### config.mk
export PLATFORM = sky130hd
export DESIGN_NAME = dmem_arbiter
export DESIGN_NICKNAME = d
export VERILOG_FILES = /design/src/rtl/riscv_pkg.sv /design/src/rtl/dmem_arbiter_starve_cnt.sv /design/src/rtl/dmem_arbiter.sv
export SDC_FILE = /design/constraint.sdc
export NUM_CORES = 1
export LEC_CHECK = 0
export CAP_MARGIN = 20
export CORE_AREA = 2 2 122 124
export CTS_CLUSTER_SIZE = 28
export DETAILED_ROUTE_END_ITERATION = 10
export DIE_AREA = 0 0 124 126
export PLACE_DENSITY_LB_ADDON = 0.12
export SETUP_SLACK_MARGIN = 0.2
export SLEW_MARGIN = 20
export SYNTH_ARGS = -nofsm -noshare
export SYNTH_HDL_FRONTEND = slang
export SYNTH_SLANG_ARGS = --single-unit
### constraint.sdc
create_clock -name clk -period 2.9 [get_ports clk]
set_input_delay 0.29 -clock clk [delete_from_list [all_inputs] [get_ports clk]]
set_output_delay 0.29 -clock clk [all_outputs]
set_load 0.03 [all_outputs]
### src/rtl/riscv_pkg.sv
// ---------------------------------------------------------------------------
// riscv_pkg
// Shared constants for the data-memory arbiter slice.
//   PORT_C / PORT_H : port identifiers used to tag outstanding read responses
//   DEF_DW          : default data width
//   DEF_STRB_W      : default byte-enable width (DEF_DW / 8)
//   strb_width()    : byte-enable width for an arbitrary data width
// ---------------------------------------------------------------------------
package riscv_pkg;

    localparam logic PORT_C = 1'b0;
    localparam logic PORT_H = 1'b1;

    localparam int DEF_DW     = 32;
    localparam int DEF_STRB_W = DEF_DW / 8;

    function automatic int strb_width(input int dw);
        return dw / 8;
    endfunction

endpackage

### src/rtl/dmem_arbiter_starve_cnt.sv
// ---------------------------------------------------------------------------
// arb_starve_cnt
// Saturating count of consecutive cycles the host has been held off.
// Ports:
//   clk, rst_n : clock, synchronous active-low reset
//   h_valid    : host request pending
//   h_grant    : host granted this cycle
//   cnt        : current wait count (8 bits)
//   starved    : count has reached MAX_WAIT
// ---------------------------------------------------------------------------
module arb_starve_cnt #(
    parameter int MAX_WAIT = 8
) (
    input  logic       clk,
    input  logic       rst_n,
    input  logic       h_valid,
    input  logic       h_grant,
    output logic [7:0] cnt,
    output logic       starved
);

    localparam logic [7:0] MAX_C = 8'(MAX_WAIT);

    logic [7:0] cnt_r;

    // Wait counter: cleared whenever the host is served or withdraws,
    // otherwise counts blocked cycles and sticks at MAX_C.
    always_ff @(posedge clk) begin
        if (!rst_n) begin
            cnt_r <= 8'd0;
        end else if (h_grant || !h_valid) begin
            cnt_r <= 8'd0;
        end else if (cnt_r < MAX_C) begin
            cnt_r <= cnt_r + 8'd1;
        end else begin
            cnt_r <= cnt_r;
        end
    end

    assign cnt     = cnt_r;
    assign starved = (cnt_r == MAX_C);

endmodule

### src/rtl/dmem_arbiter.sv
// ---------------------------------------------------------------------------
// dmem_arbiter
// Shares a single-port data memory between the core (C) and a host/debug
// loader (H). Core has fixed priority unless the host has been held off for
// HOST_MAX_WAIT consecutive cycles, in which case the host wins once.
// Ports:
//   clk, rst_n                 : clock, synchronous active-low reset
//   c_* / h_*                  : valid/ready request channel, write flag,
//                                address, store data, byte enables, and
//                                read-response valid/data per requester
//   mem_en/we/addr/wdata/wstrb : memory strobe and payload of granted port
//   mem_rdata                  : memory read data (one cycle after strobe)
//   host_starved               : host wait counter is at HOST_MAX_WAIT
// ---------------------------------------------------------------------------
module dmem_arbiter
    import riscv_pkg::*;
#(
    parameter int AW            = 32,
    parameter int DW            = 32,
    parameter int HOST_MAX_WAIT = 8
) (
    input  logic            clk,
    input  logic            rst_n,
    input  logic            c_valid,
    output logic            c_ready,
    input  logic            c_we,
    input  logic [AW-1:0]   c_addr,
    input  logic [DW-1:0]   c_wdata,
    input  logic [DW/8-1:0] c_wstrb,
    output logic            c_rvalid,
    output logic [DW-1:0]   c_rdata,
    input  logic            h_valid,
    output logic            h_ready,
    input  logic            h_we,
    input  logic [AW-1:0]   h_addr,
    input  logic [DW-1:0]   h_wdata,
    input  logic [DW/8-1:0] h_wstrb,
    output logic            h_rvalid,
    output logic [DW-1:0]   h_rdata,
    output logic            mem_en,
    output logic            mem_we,
    output logic [AW-1:0]   mem_addr,
    output logic [DW-1:0]   mem_wdata,
    output logic [DW/8-1:0] mem_wstrb,
    input  logic [DW-1:0]   mem_rdata,
    output logic            host_starved
);

    localparam int SW = strb_width(DW);

    logic          c_grant_s;
    logic          h_grant_s;
    logic          starved_s;
    logic [7:0]    wait_cnt_s;
    logic          mem_we_s;
    logic [AW-1:0] mem_addr_s;
    logic [DW-1:0] mem_wdata_s;
    logic [SW-1:0] mem_wstrb_s;
    logic          rd_pend_r;
    logic          rd_owner_r;

    arb_starve_cnt #(
        .MAX_WAIT (HOST_MAX_WAIT)
    ) u_starve (
        .clk     (clk),
        .rst_n   (rst_n),
        .h_valid (h_valid),
        .h_grant (h_grant_s),
        .cnt     (wait_cnt_s),
        .starved (starved_s)
    );

    // Grant decision: forced host grant beats core priority; nothing is
    // granted while reset is held so the memory sees no strobe.
    always_comb begin
        c_grant_s = 1'b0;
        h_grant_s = 1'b0;
        if (!rst_n) begin
            c_grant_s = 1'b0;
            h_grant_s = 1'b0;
        end else if (starved_s && h_valid) begin
            h_grant_s = 1'b1;
        end else if (c_valid) begin
            c_grant_s = 1'b1;
        end else if (h_valid) begin
            h_grant_s = 1'b1;
        end else begin
            c_grant_s = 1'b0;
            h_grant_s = 1'b0;
        end
    end

    // Memory payload mux: granted port's fields, zero when idle; byte
    // enables are suppressed on reads so the memory never sees stray strobes.
    always_comb begin
        mem_we_s    = 1'b0;
        mem_addr_s  = {AW{1'b0}};
        mem_wdata_s = {DW{1'b0}};
        mem_wstrb_s = {SW{1'b0}};
        if (c_grant_s) begin
            mem_we_s    = c_we;
            mem_addr_s  = c_addr;
            mem_wdata_s = c_wdata;
            mem_wstrb_s = c_we ? c_wstrb : {SW{1'b0}};
        end else if (h_grant_s) begin
            mem_we_s    = h_we;
            mem_addr_s  = h_addr;
            mem_wdata_s = h_wdata;
            mem_wstrb_s = h_we ? h_wstrb : {SW{1'b0}};
        end else begin
            mem_we_s    = 1'b0;
            mem_addr_s  = {AW{1'b0}};
            mem_wdata_s = {DW{1'b0}};
            mem_wstrb_s = {SW{1'b0}};
        end
    end

    // Response tag: remember whether this cycle issued a read and for whom;
    // the owner only matters while rd_pend_r is set, so it holds otherwise.
    always_ff @(posedge clk) begin
        if (!rst_n) begin
            rd_pend_r  <= 1'b0;
            rd_owner_r <= PORT_C;
        end else begin
            rd_pend_r <= (c_grant_s || h_grant_s) && !mem_we_s;
            if (c_grant_s || h_grant_s) begin
                rd_owner_r <= h_grant_s ? PORT_H : PORT_C;
            end else begin
                rd_owner_r <= rd_owner_r;
            end
        end
    end

    assign c_ready      = c_grant_s;
    assign h_ready      = h_grant_s;
    assign mem_en       = c_grant_s | h_grant_s;
    assign mem_we       = mem_we_s;
    assign mem_addr     = mem_addr_s;
    assign mem_wdata    = mem_wdata_s;
    assign mem_wstrb    = mem_wstrb_s;

    // Responses and status are masked while reset is asserted so a read in
    // flight at reset never surfaces.
    assign c_rvalid     = rst_n && rd_pend_r && (rd_owner_r == PORT_C);
    assign h_rvalid     = rst_n && rd_pend_r && (rd_owner_r == PORT_H);
    assign c_rdata      = c_rvalid ? mem_rdata : {DW{1'b0}};
    assign h_rdata      = h_rvalid ? mem_rdata : {DW{1'b0}};
    assign host_starved = rst_n && starved_s && (wait_cnt_s != 8'd0);

endmodule

## After elaboration in Yosys (flattened, before gate mapping)

Cells that the tools add are included.

- $add $sub $neg: 1
- $lt $le $gt $ge: 1
- Eq/ne operators: 1
- Mux-type cells: 20
- Bitwise operators: 3
- Reductions and logical operators: 13

Operators by type and width:

| cell | number |
|---|---|
| $mux 32 | 6 |
| $mux 4 | 4 |
| $mux 1 | 10 |
| $add 8x1->8 const B | 1 |
| $eq 8x4->1 const B | 1 |
| $lt 8x4->1 const B | 1 |
| $reduce_bool 8->1 | 1 |
| $logic_and 1x1->1 | 7 |
| $logic_not 1->1 | 2 |
| $logic_or 1x1->1 | 2 |
| $not 1->1 | 2 |
| $reduce_or 2->1 | 1 |
| $or 1x1->1 | 1 |

- Bits in registers: 10
- Input bits: 174

## Depth between registers and ports, before layout

- Depth after elaboration: 8
- Mapped depth: 7

## Hierarchy

From an unflattened synthesis, not the netlist that was laid out.

- Cell total of the unflattened synthesis: 210
- Area total of the unflattened synthesis: 1619.1 um^2

Modules (own cells, without submodules):

| module | instances | cells each | area an instance (um^2) | sequential area each (um^2) |
|---|---|---|---|---|
| dmem_arbiter | 1 | 176 | 1287.5 | 40.0 |
| arb_starve_cnt | 1 | 34 | 331.6 | 160.2 |

## Worst setup path before layout

Ideal clock, no wire load.

- Path kind: reg2out
- Start point: reg u_starve.cnt_r[4], in the netlist u_starve.cnt[4]
- End point: out mem_we
- Arrival: 2044 ps
- Required time: 2610 ps
- Slack: 566 ps
- Stages on the path, launching flop included: 5
- Path buffers: 1
- Cells stage by stage: dfxtp_1 -> or4_4 -> buf_2 -> o31a_1 -> o21ai_0

- Cells in the longest elaborated chain, start to end: 6
- Elaborated cells on any way between the ends: 8
- Classes of those cells: eq/ne (1); mux (6); reduce/logical (1)

Ends and longest elaborated chain:

| element | line | source |
|---|---|---|
| start, declared | dmem_arbiter_starve_cnt.sv:24 | `logic [7:0] cnt_r;` |
| start signal, assigned | dmem_arbiter_starve_cnt.sv:34 | `cnt_r <= cnt_r + 8'd1;` |
| start signal, assigned | dmem_arbiter_starve_cnt.sv:36 | `cnt_r <= cnt_r;` |
| $eq 8x4->1 (*) | dmem_arbiter_starve_cnt.sv:41 | `assign starved = (cnt_r == MAX_C);` |
| $logic_and 1x1->1 (*) | dmem_arbiter.sv:81 | `end else if (starved_s && h_valid) begin` |
| $mux 1 | dmem_arbiter.sv:81 |  |
| $mux 1 | dmem_arbiter.sv:78 | `if (!rst_n) begin` |
| $mux 1 | dmem_arbiter.sv:105 | `end else if (h_grant_s) begin` |
| $mux 1 (*) | dmem_arbiter.sv:100 | `if (c_grant_s) begin` |
| end, declared | dmem_arbiter.sv:41 | `output logic mem_we,` |

Every way passes the cells marked *; elsewhere a longest branch is shown, timed or not.

## Final worst setup path

- Start point: reg u_starve.cnt_r[4], in the netlist u_starve.cnt[4]
- End point: out mem_addr[3]

- Cells in the longest elaborated chain, start to end: 6
- Elaborated cells on any way between the ends: 8
- Classes of those cells: eq/ne (1); mux (6); reduce/logical (1)

Ends and longest elaborated chain:

| element | line | source |
|---|---|---|
| $eq 8x4->1 (*) | dmem_arbiter_starve_cnt.sv:41 |  |
| $logic_and 1x1->1 (*) | dmem_arbiter.sv:81 |  |
| $mux 1 | dmem_arbiter.sv:81 |  |
| $mux 1 | dmem_arbiter.sv:78 |  |
| $mux 32 | dmem_arbiter.sv:105 |  |
| $mux 32 (*) | dmem_arbiter.sv:100 |  |
| end, declared | dmem_arbiter.sv:42 | `output logic [AW-1:0] mem_addr,` |

Marked as above.

==> results.yml <==
pwr:
  pwr-share-clk: 0.242
  finalPower_uw: 1130
  p_int_uw: 731
  p_comb_frac: 0.632
  power_frac_seq: 0.126
  p_leak_uw: 0.00210
  power_density_nw_per_um2: 226
  switching_power_uw: 398
  swShare: 0.353
  peakVddDrop_mv: 0.395
floorplanning:
  num_io_pins: 313
  fp.dieW_um: 124
  row_count: 44
  dieArea_sq_um: 15600
  core_area_sq_um: 14300
  initial_utilization: 0.124
  die_y_um: 126
sta:
  relSlewSlack: 0.628
  timing.fmax_ghz: 0.389
  final.setup_skew_ps: 3.65
  worstMarginPinSlew_ps: 549
  setup-tns-final_ps: 0
  hold_viol: 0
  rsz0062_at_grt: "false"
  finalCritPeriodShare: 0.887
  maxSlewViolCount: 0
  fin_ws_ps: 329
  finalCriticalPeriod_ps: 2570
  setup_violations: 0
worst_setup_path:
  cp_slowest_cell: "or4_4"
  regToRegEndpoint: "rd_owner_r"
  critical_path.max_stage_delay_ps: 610
  worstSetupPathType: "reg -> out"
  path_max_fanout: 29
  required_ps: 2610
  cpMostUsedCell: "buf_4"
  rr_startpoint: "u_starve.cnt[4]"
  arrival_ps: 2280
  r2r_slack_ps: 1070
  cp-start-kind: "register"
  path_cells: "or4_4 -> o31ai_4 -> buf_4 -> buf_4 -> a32o_1 -> buf_12"
  critPathCaptureType: "output pin"
  reg2reg_depth: 5
global_route:
  grt_pass1_wl_mm: 17.6
  grt_pass1_vias: 2921
  grt_max_degree: 51
  globalRouteOverflowTotal: 0
  antenna_found_initial: 0
  grt_util_all_layers: 0.145
cts:
  clkLatencyLatePin_ps: 240
  cts_root_buf: "clkbuf_16"
  cts_tree: "done"
  numCtsBuffers: 3
  postCtsHoldBufs: 0
  clk_pin_slew_worst_paths_ps: 40
  cts_sinks: 10
  ctsHtreeMaxLevel: 1
  cts_max_path_buffers: 2
drt:
  firstDrtPassIters: 4
  drt_wl_total_mm: 12.5
  vias: 3061
  drt_iter0_markers: 152
  drc: 0
  detail-route-antenna-nets: 0
  viasPerCell: 4.32
  post_drt_wl_per_cell_um: 17.6
cells_and_area:
  final_nets: 702
  drive_gt1_frac: 0.225
  antennaDiodeCount: 0
  syn_to_final_growth_pct: 181
  final_cell_area_sq_um: 4990
synthesis:
  avgSynthCellArea_sq_um: 7.86
  syn_area_sq_um: 1780
  synth_nets: 402
  syn_inst: 226
  ys.warnings.count: 0
  postSynthRegisterBits: 10
  seq_area_frac_synth: 0.113
  synth_cell_types: 29
placement:
  io_buffers: 312
  dp_slack_ps: 231
  dp_hpwl_mm: 10.2
  place_area_sq_um: 4870
  gp_congestion: 0.857
flow_run:
  drv_cap: 0
min_path:
  hold_start: "u_starve.cnt[6]"
  hold_end: "u_starve.cnt[6]"
  min_path_type: "reg -> reg"
  min_path_cells: 1
status:
  status: "finished clean"
==> cell type report <==
class                      count  area, sq um
sequential                    10          200
multi-input combinational    177         1370
timing repair buffer         325         3070
fill                        1498         9320
tap                          184          230
clock buffer                   4         88.8
inverter                       9         33.8
==> critical path: cells and delay by family, from the launching register on <==
family | cells | cell delay (ps)
AOI/OAI and AO/OA | 2 | 500
buffers and inverters | 3 | 610
DFF | 1 | 310
and+or+nand+nor | 1 | 610
==> stage by stage <==
step	hold slack, ps	std cells	util
global placement	471	703	0.340
detailed placement	473	703	0.340
floorplan	454	226	-
CTS	488	709	0.348
finish	487	709	0.349
global route	508	709	0.349
==> flip-flops by register name, indices dropped and copies added (netlist names) <==
name          flops
rd_pend_r         1
rd_owner_r        1
u_starve.cnt      8
==> cell families after synthesis <==
| kind of cell | Yosys count | synth area share |
|---|---|---|
| AND/OR/NAND/NOR | 91 | 0.312 |
| flip-flops | 10 | 0.113 |
| AO/OA/AOI/OAI | 84 | 0.440 |
| buffers and inverters | 39 | 0.121 |
| adder cells (fa/ha/maj) | 2 | 0.0141 |
==> how the worst max path moves through the flow <==
stage,slack [ps],to,start
floorplan,570,mem_we,u_starve.cnt[4]
global placement,270,mem_wdata[18],u_starve.cnt[4]
detailed placement,230,mem_wdata[18],u_starve.cnt[4]
CTS,210,mem_wdata[8],u_starve.cnt[4]
global route,220,mem_addr[3],u_starve.cnt[4]
finish,330,mem_addr[3],u_starve.cnt[4]
==> what timing repair did <==
action / in CTS / in global routing
endpoints found under the setup margin: 61 / 55
resized for setup: 1 / 6
buffers inserted: 2 / 0
pin swaps: 1 / 0
==> synth_stat cells, drive strengths merged <==
| cell | n | area share |
|---|---|---|
| nand2b | 1 | 0.0035 |
| and3 | 1 | 0.0035 |
| o311a | 1 | 0.0056 |
| or3 | 1 | 0.0035 |
| o21ai | 4 | 0.011 |
| o211a | 1 | 0.0056 |
| o21a | 1 | 0.0042 |
| nand4b | 1 | 0.0049 |
| o311ai | 1 | 0.0049 |
| nand3 | 6 | 0.017 |
| nor4 | 2 | 0.0070 |
| nand4 | 1 | 0.0035 |
| or4 | 1 | 0.0063 |
| buf | 15 | 0.070 |
| nor2 | 3 | 0.0063 |
| a32o | 65 | 0.37 |
| clkbuf | 15 | 0.032 |
| ha | 2 | 0.014 |
| o22ai | 4 | 0.014 |
| o31a | 1 | 0.0049 |
| o211ai | 1 | 0.0042 |
| dfxtp | 10 | 0.11 |
| o31ai | 1 | 0.0070 |
| a21oi | 4 | 0.011 |
| inv | 9 | 0.019 |
| and2 | 71 | 0.25 |
| nand2 | 3 | 0.0063 |
==> power groups by stage <==
stage	sequential [uW]	combinational [uW]	clock (uW)
4_1_cts	142	721	276
6_report	142	714	273
3_3_place_gp	145	714	0
3_5_place_dp	145	715	0
5_1_grt	143	754	288
2_1_floorplan	144	302	0
==> routing by layer <==
layer / GRT usage / vias up / part of all wire
met5: 0 / - / 0
li1: - / 1490 / -
met3: 0.0240 / 8 / 0.072
met2: 0.270 / 137 / 0.52
met4: 0.0172 / 0 / 0.010
met1: 0.177 / 1426 / 0.40
==> placed cells by master (no fill, tap or decap) <==
cell type / instances
a21oi_1: 4
a32o_1: 65
and2_1: 70
and2_2: 1
and3_1: 1
buf_12: 6
buf_4: 103
buf_6: 1
clkbuf_16: 3
clkbuf_8: 1
clkdlybuf4s50_1: 209
dfxtp_1: 10
dlygate4sd2_1: 1
dlymetal6s2s_1: 5
ha_1: 2
inv_1: 9
nand2_1: 3
nand2b_1: 1
nand3_1: 6
nand4_1: 1
nand4b_1: 1
nor2_1: 3
nor4_1: 2
o211a_1: 1
o211ai_1: 1
o21a_2: 1
o21ai_0: 4
o22ai_1: 4
o311a_1: 1
o311ai_1: 1
o31a_1: 1
o31ai_4: 1
or3_1: 1
or4_4: 1
(Power assumes the default switching activity.)
